File: config.mk
export PLATFORM = sky130hd
export DESIGN_NAME = mem_port_arbiter_flat
export DESIGN_NICKNAME = d
export VERILOG_FILES = /design/src/rtl/mem_port_arbiter_if.sv /design/src/rtl/mem_port_arbiter.sv /design/src/flat_wrapper.sv
export SDC_FILE = /design/constraint.sdc
export NUM_CORES = 1
export LEC_CHECK = 0
export CAP_MARGIN = 5
export CORE_MARGIN = 1
export CORE_UTILIZATION = 40
export CTS_CLUSTER_SIZE = 30
export DETAILED_ROUTE_END_ITERATION = 6
export PLACE_DENSITY_LB_ADDON = 0.25
export SYNTH_ARGS = -nofsm -noshare
export SYNTH_HDL_FRONTEND = slang
export SYNTH_SLANG_ARGS = --single-unit
export TNS_END_PERCENT = 50
File: constraint.sdc
create_clock -name clk -period 2.58 [get_ports clk]
set_input_delay 0.387 -clock clk [delete_from_list [all_inputs] [get_ports clk]]
set_output_delay 0.387 -clock clk [all_outputs]
set_load 0.01 [all_outputs]
File: src/rtl/mem_port_arbiter_if.sv
// Bundles the fetch port, data port and shared memory bus seen by mem_port_arbiter.
// The slave modport is the arbiter's view; master is the core/memory side.
interface mem_port_arbiter_if;
    logic        if_req;
    logic [31:0] if_addr;
    logic [31:0] if_rdata;
    logic        if_ready;
    logic        if_stall;

    logic        dm_req;
    logic        dm_we;
    logic [31:0] dm_addr;
    logic [31:0] dm_wdata;
    logic [31:0] dm_rdata;
    logic        dm_ready;
    logic        dm_stall;

    logic        mem_req;
    logic        mem_we;
    logic [31:0] mem_addr;
    logic [31:0] mem_wdata;
    logic [31:0] mem_rdata;
    logic        mem_ack;
    logic        bus_err;

    modport slave (
        input  if_req, if_addr, dm_req, dm_we, dm_addr, dm_wdata, mem_rdata, mem_ack,
        output if_rdata, if_ready, if_stall, dm_rdata, dm_ready, dm_stall,
               mem_req, mem_we, mem_addr, mem_wdata, bus_err
    );

    modport master (
        output if_req, if_addr, dm_req, dm_we, dm_addr, dm_wdata, mem_rdata, mem_ack,
        input  if_rdata, if_ready, if_stall, dm_rdata, dm_ready, dm_stall,
               mem_req, mem_we, mem_addr, mem_wdata, bus_err
    );
endinterface

File: src/rtl/mem_port_arbiter.sv
// Arbitrates fetch and load/store accesses onto one single-ported memory bus with a watchdog.
// Define ARB_ROUND_ROBIN_EN for round-robin tie breaking; otherwise the data port wins ties.
module mem_port_arbiter #(
    parameter int          TIMEOUT   = 64,
    parameter logic [31:0] NOP_INSTR = 32'h0000_0013
) (
    input logic              clk,
    input logic              reset,
    mem_port_arbiter_if.slave bus
);

    typedef enum logic [1:0] {
        IDLE    = 2'd0,
        BUSY_IF = 2'd1,
        BUSY_DM = 2'd2
    } state_t;

    localparam logic [7:0] WDOG_LAST = (TIMEOUT == 0) ? 8'd0 : 8'(TIMEOUT - 1);

    state_t     state;
    logic [7:0] wdogCnt;
    logic       ifElig;
    logic       dmElig;
    logic       grantDm;
    logic       wdogExpire;

    // A port is masked during its own completion cycle so a held request is not re-serviced.
    assign ifElig = bus.if_req & ~bus.if_ready;
    assign dmElig = bus.dm_req & ~bus.dm_ready;

`ifdef ARB_ROUND_ROBIN_EN
    logic lastGrantDm;
    assign grantDm = dmElig & (~ifElig | ~lastGrantDm);
`else
    assign grantDm = dmElig;
`endif

    assign wdogExpire = (TIMEOUT != 0) && (wdogCnt == WDOG_LAST);

    assign bus.if_stall = bus.if_req & ~bus.if_ready;
    assign bus.dm_stall = bus.dm_req & ~bus.dm_ready;

    always_ff @(posedge clk) begin
        if (reset) begin
            state         <= IDLE;
            wdogCnt       <= 8'd0;
            bus.mem_req   <= 1'b0;
            bus.mem_we    <= 1'b0;
            bus.mem_addr  <= 32'd0;
            bus.mem_wdata <= 32'd0;
            bus.if_rdata  <= 32'd0;
            bus.dm_rdata  <= 32'd0;
            bus.if_ready  <= 1'b0;
            bus.dm_ready  <= 1'b0;
            bus.bus_err   <= 1'b0;
`ifdef ARB_ROUND_ROBIN_EN
            lastGrantDm   <= 1'b0;
`endif
        end else begin
            bus.if_ready <= 1'b0;
            bus.dm_ready <= 1'b0;
            bus.bus_err  <= 1'b0;
            case (state)
                IDLE: begin
                    if (ifElig | dmElig) begin
                        bus.mem_req <= 1'b1;
                        wdogCnt     <= 8'd0;
`ifdef ARB_ROUND_ROBIN_EN
                        lastGrantDm <= grantDm;
`endif
                        if (grantDm) begin
                            bus.mem_we    <= bus.dm_we;
                            bus.mem_addr  <= bus.dm_addr;
                            bus.mem_wdata <= bus.dm_wdata;
                            state         <= BUSY_DM;
                        end else begin
                            bus.mem_we   <= 1'b0;
                            bus.mem_addr <= bus.if_addr;
                            state        <= BUSY_IF;
                        end
                    end
                end
                BUSY_IF, BUSY_DM: begin
                    // An ack in the final watchdog cycle still completes normally.
                    if (bus.mem_ack) begin
                        bus.mem_req <= 1'b0;
                        state       <= IDLE;
                        if (state == BUSY_IF) begin
                            bus.if_rdata <= bus.mem_rdata;
                            bus.if_ready <= 1'b1;
                        end else begin
                            bus.dm_rdata <= bus.mem_rdata;
                            bus.dm_ready <= 1'b1;
                        end
                    end else if (wdogExpire) begin
                        bus.mem_req <= 1'b0;
                        bus.bus_err <= 1'b1;
                        state       <= IDLE;
                        if (state == BUSY_IF) begin
                            bus.if_rdata <= NOP_INSTR;
                            bus.if_ready <= 1'b1;
                        end else begin
                            bus.dm_rdata <= 32'd0;
                            bus.dm_ready <= 1'b1;
                        end
                    end else begin
                        wdogCnt <= wdogCnt + 8'd1;
                    end
                end
                default: begin
                    state       <= IDLE;
                    bus.mem_req <= 1'b0;
                end
            endcase
        end
    end

endmodule

File: src/flat_wrapper.sv
// flat-port wrapper written by rule: the top's interface ports become plain ports
module mem_port_arbiter_flat 
#(
    parameter int          TIMEOUT   = 64,
    parameter logic [31:0] NOP_INSTR = 32'h0000_0013
)
  (clk, reset, bus_if_req, bus_if_addr, bus_dm_req, bus_dm_we, bus_dm_addr, bus_dm_wdata, bus_mem_rdata, bus_mem_ack, bus_if_rdata, bus_if_ready, bus_if_stall, bus_dm_rdata, bus_dm_ready, bus_dm_stall, bus_mem_req, bus_mem_we, bus_mem_addr, bus_mem_wdata, bus_bus_err);
  mem_port_arbiter_if bus_i ();
  input logic clk;
  input logic reset;
  input wire logic [$bits(bus_i.if_req)-1:0] bus_if_req;
  input wire logic [$bits(bus_i.if_addr)-1:0] bus_if_addr;
  input wire logic [$bits(bus_i.dm_req)-1:0] bus_dm_req;
  input wire logic [$bits(bus_i.dm_we)-1:0] bus_dm_we;
  input wire logic [$bits(bus_i.dm_addr)-1:0] bus_dm_addr;
  input wire logic [$bits(bus_i.dm_wdata)-1:0] bus_dm_wdata;
  input wire logic [$bits(bus_i.mem_rdata)-1:0] bus_mem_rdata;
  input wire logic [$bits(bus_i.mem_ack)-1:0] bus_mem_ack;
  output wire logic [$bits(bus_i.if_rdata)-1:0] bus_if_rdata;
  output wire logic [$bits(bus_i.if_ready)-1:0] bus_if_ready;
  output wire logic [$bits(bus_i.if_stall)-1:0] bus_if_stall;
  output wire logic [$bits(bus_i.dm_rdata)-1:0] bus_dm_rdata;
  output wire logic [$bits(bus_i.dm_ready)-1:0] bus_dm_ready;
  output wire logic [$bits(bus_i.dm_stall)-1:0] bus_dm_stall;
  output wire logic [$bits(bus_i.mem_req)-1:0] bus_mem_req;
  output wire logic [$bits(bus_i.mem_we)-1:0] bus_mem_we;
  output wire logic [$bits(bus_i.mem_addr)-1:0] bus_mem_addr;
  output wire logic [$bits(bus_i.mem_wdata)-1:0] bus_mem_wdata;
  output wire logic [$bits(bus_i.bus_err)-1:0] bus_bus_err;
  assign bus_i.if_req = bus_if_req;
  assign bus_i.if_addr = bus_if_addr;
  assign bus_i.dm_req = bus_dm_req;
  assign bus_i.dm_we = bus_dm_we;
  assign bus_i.dm_addr = bus_dm_addr;
  assign bus_i.dm_wdata = bus_dm_wdata;
  assign bus_i.mem_rdata = bus_mem_rdata;
  assign bus_i.mem_ack = bus_mem_ack;
  assign bus_if_rdata = bus_i.if_rdata;
  assign bus_if_ready = bus_i.if_ready;
  assign bus_if_stall = bus_i.if_stall;
  assign bus_dm_rdata = bus_i.dm_rdata;
  assign bus_dm_ready = bus_i.dm_ready;
  assign bus_dm_stall = bus_i.dm_stall;
  assign bus_mem_req = bus_i.mem_req;
  assign bus_mem_we = bus_i.mem_we;
  assign bus_mem_addr = bus_i.mem_addr;
  assign bus_mem_wdata = bus_i.mem_wdata;
  assign bus_bus_err = bus_i.bus_err;
  mem_port_arbiter #(.TIMEOUT(TIMEOUT), .NOP_INSTR(NOP_INSTR)) u_core (.clk(clk), .reset(reset), .bus(bus_i));
endmodule
==> results.txt, run 1 <==
The clock edge transition at the registers on the reported setup and hold paths is 60 ps, and the area growth from synthesis to layout is 63.73%. The run gives 5315 as the total vias in the final route. The run finished with clean final reports. In this run the power density over the cells is 723.2 nW/um^2. The number of cells produced by synthesis is 575. The most frequent standard cell in the layout excluding fill and tap cells was clkdlybuf4s50_1. TritonCTS created 17 clock buffers. Once the clock tree was built, the setup fixing pass inserted 0 buffers.

The register cell area after layout came out at 2863 sq um. The tools report the number of design-rule violations left by the first detailed-router iteration as 418. The number of global-route vias before repair came out at 4971. TritonCTS built the clock tree. The post-route fraction of the period consumed by the critical path came out at 84.25%. The largest single stage delay on the critical path is 960 ps. The internal portion of the total power is 0.004554 W.

STA puts the critical path data required time at 2930 ps. In the layout the commonest cells are 267 x clkdlybuf4s50_1, 143 x dfxtp_1, 139 x nand2_1. After floorplanning, the core was sized to cover 12770 sq um. The signal on the critical path passes through inv_1, ha_1, nand2b_1, nor2_1, a32o_1. The tool flagged a number of max-cap violations equal to 0. Hold repair after CTS inserted 0 buffers. Entering global routing, the biggest net connects 80 pins. The die area is 13680 sq um. Dividing the synthesized area by the synthesized cell count gives 9.191 sq um. Summed over all cells, the static leakage comes to 3.208 nW. Hold path depth: 3. The tools report the total setup violations reported at the end of the flow as 0.

The sequential share of the synthesized area was 54.17%; the net count of the mapped netlist was 712. Counting I/O delays and the setup requirement, the final critical path takes 2174 ps. The total buffers and inverters traversed by the critical path is 1. The count of buffers added on input and output ports is 268. The share of total power consumed by net switching is 27.24%, and the total global-route track usage is 23.28%. The combinational share of power is 21.4%.

0 antenna diodes ended up in the layout. The number of hold violations in the final report was 0. Capturing element type of the critical path: a flip-flop. For the number of detailed-route iterations in the first pass, the log shows 4. The largest fanout on the critical path came out at 17. The number of nets in the finished design was 961. The critical path is of the flip-flop to flip-flop type. For this run, the number of Yosys warnings is 0. The post-detailed-route via-to-cell ratio was 5.268. The number of distinct library cells after synthesis is 38. Setup repair after global routing left no endpoint under its margin.

The number of buffers on the longest clock path is 2. The tools report the total count of max-transition violations in the final report as 0. The later pin in the worst-skew pair is clocked with a latency of 410 ps.

Total power for the finished layout comes to 0.006258 W. The worst register-to-register path begins at u_core.state[0]$_SDFFE_PP0P_. During I/O placement, the number of pins put on the boundary was 269.

The horizontal die dimension works out to 116.9 um. Of the cells placed in the final design, the portion with a size suffix greater than 1 is 6.093%. The worst flop-to-flop path endpoint is u_core.bus.if_rdata[23]$_SDFFE_PP0P_. The synthesized design contains 143 register bits. IR analysis of the VDD net gives a maximum drop of 359.1 uV. The class of the most critical hold timing path was input pin to flip-flop. The number of gates given a new drive strength after cts was 0.

The data arrival at the endpoint of the critical path was 2520 ps. The initial antenna violation count is 0. The wire length of the first global-routing pass was 24350 um. Once detailed placement completed, the half-perimeter wirelength came to 11760 um. The H-tree generated during clock tree synthesis spans 4 levels. Measured against its own limit, the worst slew margin works out to 18.58%. The tools report the clock tree root buffer cell as clkbuf_16. The tools report the initial standard-cell utilization of the core as 41.38%. The tools report the end of the worst hold path as u_core.bus.bus_err$_SDFF_PP0_. In this run the power spent charging and discharging nets is 0.001705 W.

The tools report the power share of the clock group as 38.2%. Grouping stages by cell kind, the critical path spends the most delay in simple AND/OR/NAND/NOR gates. For the final routed database, the setup TNS stands at 0 ps. The tools report the remaining global-route overflow as 0. The hold path startpoint is reset. Setup slack on the worst reg-to-reg path comes out at 410 ps.

Summed over all layers, the routed wires come to 16560 um. Registers are responsible for 40.3% of the overall power. The synthesized netlist occupies a cell area of 5285 sq um. Among all stages on the critical path, the largest delay is contributed by nor2_1. In this run the vertical extent of the chip is 116.9 um.

The multi-input combinational cell area is 2180 sq um. Startpoint class of the critical path: a flip-flop. For the pin with the worst max-slew slack, the measured transition is 1217 ps. The maximum clock frequency is 460.0 MHz, and the placer congestion estimate is 0.8443. The average detailed-routed wire length per instance was 16.41 um. Row generation in the floorplan step produced 41 rows. The count of nets left with antenna violations once routing finished came out at 0.

The logs give 143 for the number of clock sinks and 9.077 ps for the final worst clock skew. The filler cells instantiated in the layout total 988. The count of cells along the worst register-to-register path works out to 5. The post-detailed-route DRC marker count is 0.
flip-flops by register name, indices dropped and copies added, names as in the netlist:
name / flops
u_core.wdogCnt: 8
u_core.bus.if_rdata: 32
u_core.bus.mem_we: 1
u_core.bus.dm_rdata: 32
u_core.bus.mem_req: 1
u_core.bus.mem_addr: 32
u_core.bus.dm_ready: 1
u_core.bus.mem_wdata: 32
u_core.state: 2
u_core.bus.bus_err: 1
u_core.bus.if_ready: 1
synthesized netlist by cell type (all sizes together):
master,number,area share [%]
dfxtp,143,54
nand2,139,9.9
a21oi,39,3.7
nor2,39,2.8
a32o,34,6.4
a311oi,32,5.3
clkbuf,28,2.0
a22o,27,4.5
buf,22,2.2
a31oi,11,1.4
nand3,8,0.76
inv,7,0.50
nor3,7,0.66
nand2b,6,0.71
o21ai,6,0.57
nor2b,4,0.47
ha,3,0.71
a21o,2,0.43
a41oi,2,0.33
and2,2,0.24
and3,2,0.24
a211oi,1,0.14
a22oi,1,0.14
a31o,1,0.17
and4bb,1,0.31
mux2i,1,0.19
nand3b,1,0.14
nand4,1,0.12
nor3b,1,0.14
o21a,1,0.14
o311ai,1,0.17
o41a,1,0.21
or4,1,0.14
worst max-delay path by stage:
stage / startpoint / endpoint / slack (ps) / cells after the start
5_1_grt: u_core.state[1]$_SDFFE_PP0P_ / u_core.bus.if_rdata[14]$_SDFFE_PP0P_ / 230 / 5
6_report: u_core.state[0]$_SDFFE_PP0P_ / u_core.bus.if_rdata[23]$_SDFFE_PP0P_ / 410 / 5
3_3_place_gp: bus_if_req / bus_if_stall / 490 / 3
2_1_floorplan: u_core.wdogCnt[0]$_SDFFE_PP0P_ / u_core.wdogCnt[3]$_SDFFE_PP0P_ / 780 / 6
3_5_place_dp: u_core.state[0]$_SDFFE_PP0P_ / u_core.bus.dm_rdata[12]$_SDFFE_PP0P_ / 400 / 5
4_1_cts: u_core.state[0]$_SDFFE_PP0P_ / u_core.bus.dm_rdata[12]$_SDFFE_PP0P_ / 380 / 5
kinds of logic after synthesis:
family	count (synthesis)	synth area share, %
simple gates	212	16.57
compound gates	159	23.63
flops	143	54.17
buf+inv	57	4.735
fa+ha+maj	3	0.7103
mux	1	0.1894
routing by layer:
metal | wire [um] | GRT usage [%]
met5 | 0 | 0
met4 | 416 | 11.48
met3 | 1003 | 5.458
met2 | 8449 | 41.10
met1 | 6687 | 26.39
power groups by stage:
| stage | logic [W] | registers (W) | clock network (W) |
|---|---|---|---|
| after detailed placement | 0.00134 | 0.00257 | 0 |
| final | 0.00134 | 0.00252 | 0.00239 |
| after CTS | 0.00135 | 0.00252 | 0.00244 |
| after global routing | 0.00145 | 0.00254 | 0.00254 |
| after floorplan | 0.000528 | 0.00264 | 0 |
| after global placement | 0.00131 | 0.00256 | 0 |
per-stage QoR:
stage / instances / setup slack (ps) / hold WS [ps] / cell area, sq um / utilization, %
2_1_floorplan: 575 / 775.7 / 433.2 / 5285 / -
3_3_place_gp: 977 / 489.1 / 442.1 / 8064 / 63.13
3_5_place_dp: 977 / 395.7 / 446.3 / 8064 / 63.13
4_1_cts: 1009 / 379.6 / 425.1 / 8653 / 67.74
5_1_grt: 1009 / 226.7 / 464.0 / 8653 / 67.74
6_report: 1009 / 406.3 / 434.1 / 8653 / 67.74
tightest hold or removal path, delay by kind of cell:
| kind | cells | cell delay (ps) |
|---|---|---|
| buffers and inverters | 1 | 80 |
| and+or+nand+nor | 2 | 320 |
cell type report:
class	instances	share of cell area [%]
Clock buffer	18	4.960
Clock inverter	14	1.851
Inverter	7	0.3036
Multi-Input combinational cell	375	25.19
Sequential cell	143	33.08
Tap cell	172	2.487
Timing Repair Buffer	280	32.13
Power figures use the tool's default switching activity.
==> run 2: changes to the inputs <==
CORE_UTILIZATION = 36   (was 40)
clock period = 1.8 ns   (was 2.58 ns; I/O delays follow)
==> run 2 against run 1 <==
  * Register-to-register slack got worse by 370 ps
  * Worst setup slack got worse by 370 ps
  * Maximum frequency increased by 23%
  * Routed wire length increased by 2.0%
  * Total power increased by 51%
  * Die area increased by 11%
  * Non-clock buffer count increased by 12
  * Clock-buffer cell count increased by 5
  * Combinational power increased by 53%
  * Clock power increased by 57%
  * Clock skew decreased by 1.4 ps
  * Sequential cell count unchanged
==> results.txt, run 2 (synthesis gave the netlist of run 1 again) <==
Critical path's largest stage delay: 500 ps (-460 ps). Traced cell by cell, the critical path runs through ha_2, and3_1, a21o_4, or4_1, a22oi_1. The horizontal die dimension is 123.2 um (+5.3%). For the count of hold buffers inserted by post-cts repair, the log shows 0 (unchanged).

The initial standard-cell utilization of the core came out at 37.49% (-3.9 points). The tightest slew margin relative to the limit is 51.37% (+33 points), and the number of hold violations in the final report is 0 (unchanged). The post-detailed-route via-to-cell ratio was 5.186 (-1.6%). The share of total power consumed by net switching was 25.45% (-1.8 points). For the number of clock sinks, the log shows 143 (unchanged). The total length of routed wires is 16890 um (+2.0%). The tightest min-delay check is of the input pin to flip-flop type. The antenna violation net count after detailed routing is 0 (unchanged), and the clock edge transition at the registers on the reported setup and hold paths is 60 ps (about the same). For the data required time at the worst endpoint, the log shows 2130 ps (-800 ps). The static leakage power is 3.318 nW (+3.4%), and the maximum level of the CTS H-tree is 4 (unchanged). The remaining global-route overflow is 0 (unchanged), and the final worst clock skew is 7.669 ps (-1.408 ps). For the combinational share of power, the log shows 21.7% (+0.3 points). The worst hold-check slack is 358.3 ps (-75.86 ps). The logs give 0.8718 (+3.3%) for the placer congestion estimate and 410 ps (about the same) for the clock latency at the later pin of the worst-skew pair. The wire length of the first global-routing pass is 25720 um (+5.6%), and the number of global-route vias before repair is 5154 (+3.7%). Leaving out fill and tap cells, the most frequent cells in the layout are 265 x clkdlybuf4s50_1, 143 x dfxtp_1, 139 x nand2_1. The total vias in the final route was 5336 (+0.40%); the die area was 15170 sq um (+11%). Power share of the clock group: 39.9% (+1.7 points). The number of violations of the max-capacitance limit is 0 (unchanged), and the placed instance count is 996 (+1.9%). Number of diodes: 0 (unchanged).

The switching power of the nets was 0.002399 W (+41%); the area growth from synthesis to layout was 68.70%. The standard cell with the maximum stage delay on the critical path is or4_1. The total clock buffers created by CTS is 17 (unchanged), and the transition at the pin with the smallest max-transition slack is 728.6 ps (-488.2 ps). TritonCTS built the clock tree.

The run gives 43 (+4.9%) as the number of rows in the core area. The average detailed-routed wire length per instance is 16.41 um (about the same), and the maximum clock frequency is 565.9 MHz (+23%). The number of nets in the finished design was 973 (+1.2%). The total global-route track usage came out at 22.09% (-1.2 points). The height of the die was 123.2 um (+5.3%). Startpoint class of the critical path: a flip-flop. Final cell count without fillers: 1029 (+2.0%).

The power density over cell area is 1057 nW/um^2 (+46%), and the post-detailed-route DRC marker count is 0 (unchanged). The run finished with clean final reports. The maximum number of pins on one net before global-route repair was 44 (-45%); the cell internal power dissipation was 0.007027 W (+54%). The final critical-path required period works out to 1767 ps (-406.6 ps).

The initial antenna violation count came out at 0 (unchanged). Clock tree root buffer cell: clkbuf_16. Largest fanout on the critical path: 6 (-11). The tools report the number of detailed-route iterations in the first pass as 5 (+1). The data arrival at the endpoint of the critical path came out at 2100 ps (-420 ps). The tools report the capturing element type of the critical path as a flip-flop. Type of the worst setup path: flip-flop to flip-flop. The number of buffers on the longest clock path was 2 (unchanged). The detailed-placement wirelength estimate is 11960 um (+1.7%), and the worst ir drop on vdd is 680.0 uV (+89%). The total setup violations reported at the end of the flow is 0 (unchanged). The most frequent standard cell in the layout excluding fill and tap cells is clkdlybuf4s50_1. The proportion of layout cells with a drive suffix above 1 is 8.481% (+2.4 points). The tools report the total count of max-transition violations in the final report as 0 (unchanged). The number of design-rule violations left by the first detailed-router iteration is 359 (-14%). The placeable core region was 14100 sq um (+10%). The number of top-level design ports came out at 269 (unchanged).

For the sequential cell fraction of total power, the log shows 38.3% (-2.0 points). The sum of internal, switching and leakage power was 0.009425 W (+51%); the number of buffers added on ports was 268 (unchanged). The post-route fraction of the period consumed by the critical path came out at 98.17% (+14 points).
==> run 2: repair_timing <==
| action | CTS | global route |
|---|---|---|
| pin swaps | 0 | 1 |
| setup buffers | 0 | 1 |
| resized for setup | 7 | 6 |
| setup endpoints to repair | 63 | 51 |
==> run 2: per-layer routing <==
layer / vias up / track usage [%] / routed length (um)
met5: - / 0 / 0
met4: 0 / 11.45 / 544
met3: 34 / 6.181 / 1124
met2: 211 / 38.23 / 8682
met1: 2504 / 24.63 / 6534
li1: 2587 / - / -
==> run 2: path summary, 6_finish.rpt <==
path | from | endpoint | slack, ps | cells past startpoint
max | u_core.wdogCnt[1]$_SDFFE_PP0P_ | u_core.wdogCnt[3]$_SDFFE_PP0P_ | 30 | 5
min | reset | u_core.bus.if_rdata[31]$_SDFFE_PP0P_ | 360 | 3
max reg2reg | u_core.wdogCnt[1]$_SDFFE_PP0P_ | u_core.wdogCnt[3]$_SDFFE_PP0P_ | 30 | 5
min reg2reg | u_core.bus.mem_wdata[17]$_SDFFE_PP0P_ | u_core.bus.mem_wdata[17]$_SDFFE_PP0P_ | 450 | 2
==> run 2: critical path, delay by kind of cell (launching register included) <==
kind	cells	cell delay [ps]
flops	1	330
fa+ha+maj	1	210
simple gates	2	710
compound gates	2	440
==> run 2: final cells by class <==
class,instances,area (sq um)
timing repair buffer,292,2930
clock inverter,9,155.1
clock buffer,23,488.0
multi-input combinational,375,2228
sequential,143,2863
tap,180,225.2
fill,1143,5180
inverter,7,26.28
==> run 2: through the flow <==
stage,setup TNS (ps),worst slack (ps),utilization [%],cell area [sq um]
4_1_cts,0,34.76,62.95,8874
5_1_grt,-0.4021,-0.4021,63.25,8916
3_5_place_dp,-11820,-208.6,58.33,8222
3_3_place_gp,-5164,-133.1,58.33,8222
2_1_floorplan,0,20.28,-,5288
6_report,0,32.86,63.25,8916
==> run 2: power by group through the flow <==
stage	combinational (W)	sequential, W	clock (W)
final	0.00205	0.00361	0.00376
after global routing	0.00222	0.00365	0.00396
after global placement	0.00198	0.00367	0
after detailed placement	0.00202	0.00368	0
after floorplan	0.000757	0.00379	0
after CTS	0.00204	0.00361	0.00382
==> run 3: changes to the inputs <==
clock period = 1.5 ns   (was 1.8 ns; I/O delays follow)
==> run 3 against run 2 <==
  * The run now ends with negative setup slack left
  * Largest cell class unchanged
  * Sequential share of layout area down 0.79 points
  * Final cell count increased by 3.0%
  * Worst hold slack worse by 140 ps
==> results.txt, run 3 (synthesis gave the netlist of run 1 again) <==
Class of the most critical hold timing path: input pin to flip-flop. The clock edge transition at the registers on the reported setup and hold paths was 60 ps (about the same); the maximum number of pins on one net before global-route repair was 73 (+66%). The tools report the number of violations of the max-capacitance limit as 0 (unchanged). The number of buffers added on ports is 268 (unchanged), and the post-detailed-route DRC marker count is 0 (unchanged).

The worst setup path is launched from a flip-flop. The tools report the clock tree root buffer cell as clkbuf_16. For the maximum clock frequency, the log shows 626.5 MHz (+11%). The total global-route track usage was 22.68% (+0.58 points); the count of hold buffers inserted by post-cts repair was 0 (unchanged).

The logs give 4 (unchanged) for the maximum level of the CTS H-tree and 5 (unchanged) for the number of detailed-route iterations in the first pass. Total count of max-transition violations in the final report: 0 (unchanged). The critical path in this run is classified as flip-flop to flip-flop.

For the number of buffers on the longest clock path, the log shows 2 (unchanged). The total setup violations reported at the end of the flow was 62 (+62); the detailed-placement wirelength estimate was 12140 um (+1.5%). The largest fanout on the critical path works out to 6 (unchanged). For the die area, the log shows 15170 sq um (unchanged). The number of global-route vias before repair was 5430 (+5.4%). The total length of routed wires came out at 17420 um (+3.2%). The run finished, with violations left.

TritonCTS built the clock tree. The hold path depth came out at 3 (unchanged). The run gives 320 (-11%) as the number of design-rule violations left by the first detailed-router iteration. The static leakage power was 4.072 nW (+23%); the height of the die was 123.2 um (unchanged). Setup repair after global routing could not meet its margin everywhere.

The placer congestion estimate is 0.7738 (-11%), and the average detailed-routed wire length per instance is 16.43 um (+0.14%). For the initial antenna violation count, the log shows 0 (unchanged). The power density over cell area came out at 1193 nW/um^2 (+13%). The transition at the pin with the smallest max-transition slack is 445.5 ps (-283.2 ps). Final sum of negative setup slack: -3293 ps (-3293 ps). The total vias in the final route is 5531 (+3.7%). For the number of top-level design ports, the log shows 269 (unchanged). On the critical path, the stage with the largest delay is an instance of or4_4. The run gives 7.174 ps (-0.4950 ps) as the final worst clock skew. The worst hold-check slack is 218.1 ps (-140.2 ps), and the count of cells along the worst register-to-register path is 5 (unchanged). The area growth from synthesis to layout is 73.32%. The top cell types in the final layout, fill and taps aside, are 138 x nand2_1, 138 x dfxtp_1, 133 x dlygate4sd2_1. The filler cell count came out at 1201 (+5.1%). The post-detailed-route via-to-cell ratio was 5.218 (+0.62%); the initial standard-cell utilization of the core was 37.49% (unchanged). STA classifies the critical path endpoint as a flip-flop. The logs give 0 (unchanged) for the number of hold violations in the final report and 14100 sq um (unchanged) for the placeable core region. Traced cell by cell, the critical path runs through ha_4, and3_4, a21o_4, or4_4, a22oi_2. The run gives 143 (unchanged) as the number of clock sinks. The logs give 0 (unchanged) for the antenna violation net count after detailed routing and 0 (unchanged) for the remaining global-route overflow. The post-route fraction of the period consumed by the critical path was 106.4% (+8.2 points). Final critical-path required period: 1596 ps (-170.9 ps).

Wire length of the first global-routing pass: 26570 um (+3.3%). The logs give 931.4 uV (+37%) for the worst ir drop on vdd and 43 (unchanged) for the number of rows in the core area. The run gives 1940 ps (-160 ps) as the data arrival at the endpoint of the critical path. The proportion of layout cells with a drive suffix above 1 is 13.98% (+5.5 points). The run gives 420 ps (about the same) as the clock latency at the later pin of the worst-skew pair.

The checks that failed: negative setup slack. The horizontal die dimension is 123.2 um (unchanged), and the data required time at the worst endpoint is 1840 ps (-290 ps). Critical path's largest stage delay: 420 ps (-80 ps).

The final worst setup slack is -96.19 ps (-129.1 ps). The logs give 64.98% (+1.7 points) for the final standard cell utilization of the core and 17 (unchanged) for the total clock buffers created by CTS. The number of diodes was 0 (unchanged). The tightest slew margin relative to the limit was 70.23% (+19 points). The tools report the number of nets in the finished design as 1004 (+3.2%).
-- run 3: cell count changes in the layout (fill, tap and decap cells not counted), sizes merged --
cell and change:
clkdlybuf4s50 -133, bufinv -2, clkbuf -3, buf +31, dlygate4sd2 +131, clkinvlp -1
inv +1, clkinv +7
-- run 3: area by class of cell --
class / count / area, sq um / area share [%]
well taps: 180 / 225.2 / 2.459
repair buffers: 323 / 3114 / 34.00
inverters: 7 / 28.78 / 0.3142
clock inverters: 14 / 142.6 / 1.557
multi-input cells: 375 / 2351 / 25.67
clock buffers: 18 / 429.2 / 4.685
flip-flops and latches: 143 / 2869 / 31.32
-- run 3: repair_timing --
action / in CTS / in global routing
pin swaps: 9 / 27
buffers inserted: 0 / 4
endpoints found under the setup margin: 229 / 90
gates resized for setup: 164 / 16
hold endpoints to repair: 0 / 0
gates cloned: 2 / 2
-- run 3: worst paths after layout --
path / start / endpoint / slack, ps
setup / recovery: u_core.wdogCnt[1]$_SDFFE_PP0P_ / u_core.wdogCnt[3]$_SDFFE_PP0P_ / -100
hold / removal: reset / u_core.bus.if_rdata[0]$_SDFFE_PP0P_ / 220
setup reg to reg: u_core.wdogCnt[1]$_SDFFE_PP0P_ / u_core.wdogCnt[3]$_SDFFE_PP0P_ / -100
hold reg to reg: u_core.bus.mem_wdata[18]$_SDFFE_PP0P_ / u_core.bus.mem_wdata[18]$_SDFFE_PP0P_ / 450
-- run 3: per-layer routing --
| layer | vias up | wire [um] | track usage (%) |
|---|---|---|---|
| met2 | 263 | 8347 | 38.02 |
| li1 | 2648 | - | - |
| met3 | 33 | 1733 | 8.395 |
| met1 | 2587 | 6896 | 25.40 |
| met4 | 0 | 441 | 10.69 |
| met5 | - | 0 | 0 |
-- run 3: critical path: cells and delay by family (launching register included) --
kind / cells / cell delay (ps)
compound gates: 2 / 430
flops: 1 / 330
simple gates: 2 / 610
fa+ha+maj: 1 / 160
-- run 3: stage by stage --
stage	power, W	cells	instance area, sq um	setup slack, ps
finish	0.01093	1060	9160	-96.19
global route	0.01145	1060	9160	-146.3
CTS	0.01093	1054	9011	-94.15
detailed placement	0.006971	1020	8466	-458.9
global placement	0.006903	1020	8466	-434.7
floorplan	0.005517	575	5384	-124.0
-- run 3: power breakdown --
part | total [W] | switching, W | internal, W | leakage (nW)
Combinational | 0.00256 | 0.00124 | 0.00132 | 2.63
Sequential | 0.00433 | 0.000183 | 0.00415 | 1.17
Clock | 0.00404 | 0.00160 | 0.00244 | 0.276
